--- src/rtl/uart_rx_deser.sv ---
// uart_rx_deser
// Deserialises the one-bit-per-clock frame stream produced by the UART
// transmit stage. The frame is a start bit, 8 data slots (LSB first), a
// parity slot, and 1 or 2 stop bits. The recovered byte and its parity and
// framing status are held in an output register until the consumer acks it.
//
// Ports:
//   clk      system clock, rising edge
//   rst      asynchronous active-low reset
//   rxd      serial line, idle high, one bit per clk
//   par      parity mode: 00 XOR, 11 XNOR, 01/10 no parity check
//   snum     0 = two stop bits, 1 = one stop bit
//   dnum     1 = 7-bit data (dout[7] forced 0), 0 = 8-bit data
//   ack      single-cycle consumer acknowledge
//   dout     held data byte
//   valid    held frame not yet acknowledged
//   par_err  parity mismatch on held frame
//   frm_err  a stop bit sampled low on held frame
//   ovr_err  a frame completed over an unacknowledged one (sticky until ack)
//   busy     frame reception in progress
module uart_rx_deser #(
  parameter int SYNC_STAGES = 0
) (
  input  logic       clk,
  input  logic       rst,
  input  logic       rxd,
  input  logic [1:0] par,
  input  logic       snum,
  input  logic       dnum,
  input  logic       ack,
  output logic [7:0] dout,
  output logic       valid,
  output logic       par_err,
  output logic       frm_err,
  output logic       ovr_err,
  output logic       busy
);

  typedef enum logic [2:0] {
    ST_IDLE   = 3'd0,
    ST_DATA   = 3'd1,
    ST_PARITY = 3'd2,
    ST_STOP1  = 3'd3,
    ST_STOP2  = 3'd4
  } state_t;

  // Returns 1 when the received parity slot disagrees with the expected
  // parity for the given mode; modes without parity never mismatch.
  function automatic logic par_mismatch(input logic [7:0] data,
                                        input logic [1:0] mode,
                                        input logic       bit_in);
    logic mm;
    case (mode)
      2'b00:   mm = bit_in ^ (^data);
      2'b11:   mm = bit_in ^ ~(^data);
      default: mm = 1'b0;
    endcase
    return mm;
  endfunction

  logic line_s;

  generate
    if (SYNC_STAGES == 0) begin : g_nosync
      assign line_s = rxd;
    end else begin : g_sync
      logic [SYNC_STAGES-1:0] sync_r;

      // Synchroniser chain on the serial line; resets to the idle level.
      always_ff @(posedge clk or negedge rst) begin
        if (!rst) begin
          sync_r <= {SYNC_STAGES{1'b1}};
        end else begin
          sync_r[0] <= rxd;
          for (int i = 1; i < SYNC_STAGES; i++) begin
            sync_r[i] <= sync_r[i-1];
          end
        end
      end

      assign line_s = sync_r[SYNC_STAGES-1];
    end
  endgenerate

  state_t     state_r, state_n;
  logic [2:0] bit_cnt_r, bit_cnt_n;
  logic [7:0] shift_r, shift_n;
  logic       par_bit_r, par_bit_n;
  logic       stop_bad_r, stop_bad_n;
  logic [1:0] cfg_par_r, cfg_par_n;
  logic       cfg_snum_r, cfg_snum_n;
  logic       cfg_dnum_r, cfg_dnum_n;
  logic [7:0] dout_r, dout_n;
  logic       valid_r, valid_n;
  logic       par_err_r, par_err_n;
  logic       frm_err_r, frm_err_n;
  logic       ovr_err_r, ovr_err_n;
  logic       busy_r, busy_n;
  logic       done_s;
  logic       frm_now_s;

  // Next-state and next-output logic for the frame FSM and output register.
  always_comb begin
    state_n    = state_r;
    bit_cnt_n  = bit_cnt_r;
    shift_n    = shift_r;
    par_bit_n  = par_bit_r;
    stop_bad_n = stop_bad_r;
    cfg_par_n  = cfg_par_r;
    cfg_snum_n = cfg_snum_r;
    cfg_dnum_n = cfg_dnum_r;
    dout_n     = dout_r;
    valid_n    = valid_r;
    par_err_n  = par_err_r;
    frm_err_n  = frm_err_r;
    ovr_err_n  = ovr_err_r;
    done_s     = 1'b0;
    frm_now_s  = 1'b0;

    case (state_r)
      ST_IDLE: begin
        if (!line_s) begin
          // Config is frozen for the whole frame at the start edge.
          state_n    = ST_DATA;
          bit_cnt_n  = 3'd0;
          stop_bad_n = 1'b0;
          cfg_par_n  = par;
          cfg_snum_n = snum;
          cfg_dnum_n = dnum;
        end else begin
          state_n = ST_IDLE;
        end
      end
      ST_DATA: begin
        // LSB arrives first, so shift in from the top.
        shift_n   = {line_s, shift_r[7:1]};
        bit_cnt_n = bit_cnt_r + 3'd1;
        if (bit_cnt_r == 3'd7) begin
          state_n = ST_PARITY;
        end else begin
          state_n = ST_DATA;
        end
      end
      ST_PARITY: begin
        par_bit_n = line_s;
        state_n   = ST_STOP1;
      end
      ST_STOP1: begin
        stop_bad_n = ~line_s;
        if (cfg_snum_r) begin
          done_s    = 1'b1;
          frm_now_s = ~line_s;
          state_n   = ST_IDLE;
        end else begin
          state_n = ST_STOP2;
        end
      end
      ST_STOP2: begin
        done_s    = 1'b1;
        frm_now_s = stop_bad_r | ~line_s;
        state_n   = ST_IDLE;
      end
      default: begin
        state_n = ST_IDLE;
      end
    endcase

    if (done_s) begin
      dout_n    = {(cfg_dnum_r ? 1'b0 : shift_r[7]), shift_r[6:0]};
      par_err_n = par_mismatch(shift_r, cfg_par_r, par_bit_r);
      frm_err_n = frm_now_s;
      valid_n   = 1'b1;
      // A same-edge ack consumes the old frame, so it is not an overrun.
      if (valid_r && !ack) begin
        ovr_err_n = 1'b1;
      end else if (ack) begin
        ovr_err_n = 1'b0;
      end else begin
        ovr_err_n = ovr_err_r;
      end
    end else if (ack && valid_r) begin
      valid_n   = 1'b0;
      par_err_n = 1'b0;
      frm_err_n = 1'b0;
      ovr_err_n = 1'b0;
    end else begin
      valid_n = valid_r;
    end

    busy_n = (state_n != ST_IDLE);
  end

  // State, datapath and output registers.
  always_ff @(posedge clk or negedge rst) begin
    if (!rst) begin
      state_r    <= ST_IDLE;
      bit_cnt_r  <= 3'd0;
      shift_r    <= 8'd0;
      par_bit_r  <= 1'b0;
      stop_bad_r <= 1'b0;
      cfg_par_r  <= 2'd0;
      cfg_snum_r <= 1'b0;
      cfg_dnum_r <= 1'b0;
      dout_r     <= 8'd0;
      valid_r    <= 1'b0;
      par_err_r  <= 1'b0;
      frm_err_r  <= 1'b0;
      ovr_err_r  <= 1'b0;
      busy_r     <= 1'b0;
    end else begin
      state_r    <= state_n;
      bit_cnt_r  <= bit_cnt_n;
      shift_r    <= shift_n;
      par_bit_r  <= par_bit_n;
      stop_bad_r <= stop_bad_n;
      cfg_par_r  <= cfg_par_n;
      cfg_snum_r <= cfg_snum_n;
      cfg_dnum_r <= cfg_dnum_n;
      dout_r     <= dout_n;
      valid_r    <= valid_n;
      par_err_r  <= par_err_n;
      frm_err_r  <= frm_err_n;
      ovr_err_r  <= ovr_err_n;
      busy_r     <= busy_n;
    end
  end

  assign dout    = dout_r;
  assign valid   = valid_r;
  assign par_err = par_err_r;
  assign frm_err = frm_err_r;
  assign ovr_err = ovr_err_r;
  assign busy    = busy_r;

endmodule

--- config.mk ---
export PLATFORM = sky130hd
export DESIGN_NAME = uart_rx_deser
export DESIGN_NICKNAME = d
export VERILOG_FILES = /design/src/rtl/uart_rx_deser.sv
export SDC_FILE = /design/constraint.sdc
export NUM_CORES = 1
export LEC_CHECK = 0
export BUFFER_PORTS_ARGS = -buffer_cell sky130_fd_sc_hd__buf_2
export CORE_ASPECT_RATIO = 0.9
export CORE_MARGIN = 1.5
export CORE_UTILIZATION = 55
export DETAILED_ROUTE_END_ITERATION = 16
export GPL_TIMING_DRIVEN = 0
export PLACE_DENSITY = 0.73
export SLEW_MARGIN = 10
export SYNTH_ARGS = -nofsm -noshare
export SYNTH_HDL_FRONTEND = slang
export SYNTH_SLANG_ARGS = --single-unit
--- constraint.sdc ---
create_clock -name clk -period 2.7 [get_ports clk]
set_clock_uncertainty 0.05 [all_clocks]
set_input_delay 0.27 -clock clk [delete_from_list [all_inputs] [get_ports clk]]
set_output_delay 0.27 -clock clk [all_outputs]
set_load 0.05 [all_outputs]
## Word-level counts from Yosys, hierarchy flattened

Cells that the tools add are included.

| word-level totals | value |
|---|---|
| register bits | 33 |
| bits of input ports | 8 |
| output and inout port bits | 13 |

| cells by class | value |
|---|---|
| bitwise operators | 5 |
| mux-type cells | 21 |
| reduce and logical (&&, ||, !) cells | 14 |
| equality and inequality tests | 8 |
| add/sub/neg operators | 1 |

Operators by type and width:

| operator | count |
|---|---|
| $mux W1 | 12 |
| $pmux W3 S4 | 1 |
| $pmux W1 S2 | 4 |
| $reduce_and A2 Y1 | 4 |
| $reduce_xor A8 Y1 | 1 |
| $eq A3 B2 Y1 const B | 2 |
| $eq A3 B3 Y1 const B | 2 |
| $mux W3 | 2 |
| $pmux W3 S2 | 1 |
| $reduce_bool A2 Y1 | 3 |
| $add A3 B1 Y3 const B | 1 |
| $eq A3 B1 Y1 const B | 1 |
| $logic_not A3 Y1 | 1 |
| $ne A3 B2 Y1 const B | 1 |
| $reduce_bool A3 Y1 | 1 |
| $eq A2 B2 Y1 const B | 1 |
| $logic_and A1 B1 Y1 | 2 |
| $logic_not A2 Y1 | 1 |
| $mux W2 | 1 |
| $ne A2 B2 Y1 const B | 1 |
| $not A1 Y1 | 2 |
| $xor A1 B1 Y1 | 2 |
| $logic_not A1 Y1 | 1 |
| $or A1 B1 Y1 | 1 |

## Logic depth before layout (Yosys ltp)

| logic depth | value |
|---|---|
| depth after elaboration | 5 |
| depth in mapped cells | 7 |
| gate-level depth less buffers | 5 |

## Worst setup path before layout

OpenSTA, ideal clock, no wires.

| timing | value |
|---|---|
| path type | register to register |
| from | register state_r[1] |
| to | register dout_r[4] (netlist: dout[4]) |
| arrival time | 1572 ps |
| stages on the path, launching flop included | 7 |
| path buffers | 3 |
| period minus slack after synthesis | 1747 ps |
| slack | 953 ps |
| path through | dfrtp_1 > buf_6 > or3b_1 > and2_4 > buf_6 > buf_6 > mux2_4 |

| on the way | value |
|---|---|
| word-level cells in the longest chain between the ends | 2 |
| elaborated cells between the ends (all ways) | 3 |
| those cells by class | 2 x eq/ne; 1 x mux |

RTL lines:

| item | line | source |
|---|---|---|
| start, declared | 85 | `state_t state_r, state_n;` |
| start signal, assigned | 211 | `state_r <= state_n;` |
| $eq A3 B3 Y1 / $eq A3 B2 Y1 (equally long branches) | 120 | `case (state_r)` |
| $pmux W1 S2 (*) | 120 |  |
| end signal, assigned | 219 | `dout_r <= dout_n;` |
| end, declared | 93 | `logic [7:0] dout_r, dout_n;` |

Every way passes the cells marked *; elsewhere a longest branch is shown, timed or not.
A chain may end at the register's enable or synchronous reset.

## Worst setup path after layout

| timing | value |
|---|---|
| from | register state_r[1] |
| to | register dout_r[5] (netlist: dout[5]) |

Same word-level chain as after synthesis.

==> out/qor.yml <==
hp-start: "ack"
vdd_drop_max_mv: 0.657
setup_viol: 0
rows: 17
final_cell_mix: "dfrtp_1, nand2_1, buf_2, mux2_2"
drc: 0
drt-initial-drc-count: 37
routed_wl_mm: 2.54
hp-class: "in -> reg"
core_mm2: 0.00251
crit_family: "simple AND/OR/NAND/NOR gates"
comb_power_share_pct: 49.5
diodes: 0
leakagePower_nw: 0.864
cts_setup_buffers: 0
hpwlAfterDp_mm: 1.80
fmax_mhz: 538
internal_power_mw: 1.32
cp.arrival_ps: 2040
ios: 21
final_common_cell: "dfrtp_1"
cts_tree: "yes"
die_area_mm2: 0.00304
overflow: 0
cts.sinks: 33
status: "finished, final reports clean"
place.gp.congestion: 0.749
cp-start-kind: "flip-flop"
tightestPinTransition_ps: 708
finalNetCount: 172
endpoint_kind: "flip-flop"
yosysSeqAreaShare_pct: 55.2
seq_power_share_pct: 36.7
switching_power_uw: 979
cpPeakStageDelay_ps: 420
cts_buffers: 5
vias: 991
synth_cells: 133
drv_cap: 0
htreeDepth: 2
synthToLayoutAreaGrowth_pct: 14.4
grt_antenna_before_repair: 0
crit_top_cell: "buf_6"
syn_nets: 144
drt_pass1_iterations: 6
clockBufferDepth: 2
floorplan.initialDensity_pct: 59.6
worstSetupStartpoint: "state_r[1]"
die_h_um: 52.5
finalSetupTns_ps: 0
fin_crit_ps: 1860
cpMaxStageDelayCell: "or3b_1"
slew_headroom_pct: 52.8
powerDensity_mw_per_mm2: 1350
rsz0062_at_grt: "no"
yosysUniqueCellTypes: 30
ys_seq_elements: 33
grt_max_degree: 34
drive_above_1_share_pct: 29.6
report.final.slew_viol_count: 0
hold_violations: 0
utilization_pct: 68.1
crit_type: "reg -> reg"
fin_crit_sh_pct: 68.9
antenna_left: 0
critPathMaxFanout: 10
portBuffers: 20
clk_pin_slew_worst_paths_ps: 100
grt_pass1_wl_mm: 4.26
avgSynthCellArea_um2: 11.2
crit_chain: "buf_6 > or3b_1 > and2_4 > buf_6 > buf_6 > mux2_4"
pre_cts_slack_ps: 860
grt_pass1_vias: 950
via_per_inst: 5.22
fin_ws_ps: 840
worstPathRequired_ps: 2880
wire_per_inst_um: 13.4
root_buffer: "clkbuf_4"
grt_usage_pct: 19.7
die_w_um: 58.0
synth.cell_area_mm2: 0.00150
clock_latency_ps: 340
power_mw: 2.30
swShare_pct: 42.5
fill_cells: 204
r2r-start: "state_r[1]"
power.share.clock_pct: 13.8
cp.buffers_inverters: 3
yosysWarningCount: 0
metal layers:
layer	wire length, um	track usage, %	vias up
met2	1070	28.2	19
met1	1310	26.5	468
met4	63	12.4	0
met3	103	5.19	8
li1	-	-	496
met5	0	0	-
state kept, by name, indices dropped and copies added (netlist names):
| register | flops |
|---|---|
| cfg_snum_r | 1 |
| par_err | 1 |
| frm_err | 1 |
| cfg_dnum_r | 1 |
| bit_cnt_r | 3 |
| ovr_err | 1 |
| state_r | 3 |
| shift_r | 8 |
| stop_bad_r | 1 |
| dout | 8 |
| valid | 1 |
| par_bit_r | 1 |
| cfg_par_r | 2 |
| busy | 1 |
logic make-up after synthesis:
group,after synthesis,synth area share [%]
muxes,12,9.79
xor gates and xnor gates,8,5.61
DFF,33,55.2
buffers and inverters,8,3.85
and+or+nand+nor,55,17.2
adders and majority gates,3,2.51
AOI/OAI and AO/OA,14,5.86
through the flow:
stage	instances	hold slack (ps)	instance area, um^2
6_report	190	70.8	1710
5_1_grt	190	85.6	1710
4_1_cts	190	65.9	1710
3_5_place_dp	181	317	1630
3_3_place_gp	181	308	1630
2_1_floorplan	133	-75.6	1500
power by group through the flow:
stage | Combinational (mW) | Sequential (mW) | Clock [mW]
3_3_place_gp | 1.13 | 0.843 | 0
6_report | 1.14 | 0.844 | 0.317
4_1_cts | 1.15 | 0.846 | 0.325
5_1_grt | 1.25 | 0.874 | 0.338
3_5_place_dp | 1.15 | 0.858 | 0
2_1_floorplan | 0.682 | 1.08 | 0
cell usage after synthesis:
master / number / area share (%)
buf_6: 3 / 2.3
nand3b_1: 2 / 1.0
xor2_1: 1 / 0.59
nand4b_1: 1 / 0.59
xnor2_1: 6 / 3.5
inv_1: 2 / 0.50
xnor3_1: 1 / 1.5
o31ai_2: 1 / 0.84
nor2b_1: 2 / 0.84
o22a_1: 1 / 0.59
nor2_1: 5 / 1.3
dfrtp_1: 33 / 55
clkbuf_1: 1 / 0.25
nand2_1: 32 / 8.0
nand3_1: 3 / 1.0
o221ai_1: 1 / 0.59
mux2_2: 9 / 6.8
a21oi_1: 4 / 1.3
a211oi_1: 1 / 0.50
and2_4: 1 / 0.59
nor3_1: 1 / 0.33
ha_1: 3 / 2.5
mux2_4: 3 / 3.0
nor2_2: 1 / 0.42
or3b_1: 1 / 0.59
buf_2: 1 / 0.33
nand2b_1: 4 / 1.7
o21ai_0: 6 / 2.0
buf_4: 1 / 0.50
or3_1: 2 / 0.84
final timing paths:
check | to | slack [ps] | depth (start not counted)
worst min-delay path | valid | 70 | 2
worst max register to register | dout[5] | 840 | 6
worst max-delay path | dout[5] | 840 | 6
worst min register to register | dout[7] | 430 | 2
min in group asynchronous | state_r[0] | 450 | 2
max in group asynchronous | shift_r[1] | 1690 | 2
area by class of cell:
| class | count | area (um^2) | share of cell area (%) |
|---|---|---|---|
| Clock inverter | 1 | 5.00 | 0.293 |
| Tap cell | 28 | 35.0 | 2.05 |
| Buffer | 6 | 50.0 | 2.93 |
| Timing Repair Buffer | 21 | 110 | 6.44 |
| Sequential cell | 33 | 826 | 48.3 |
| Inverter | 2 | 7.51 | 0.439 |
| Multi-Input combinational cell | 92 | 612 | 35.8 |
| Clock buffer | 7 | 65.1 | 3.80 |
what timing repair did:
action	4_1_cts	5_1_grt
endpoints found under the hold margin	33	0
hold buffers	1	0
gates resized for setup	0	0
(Power assumes the default switching activity.)
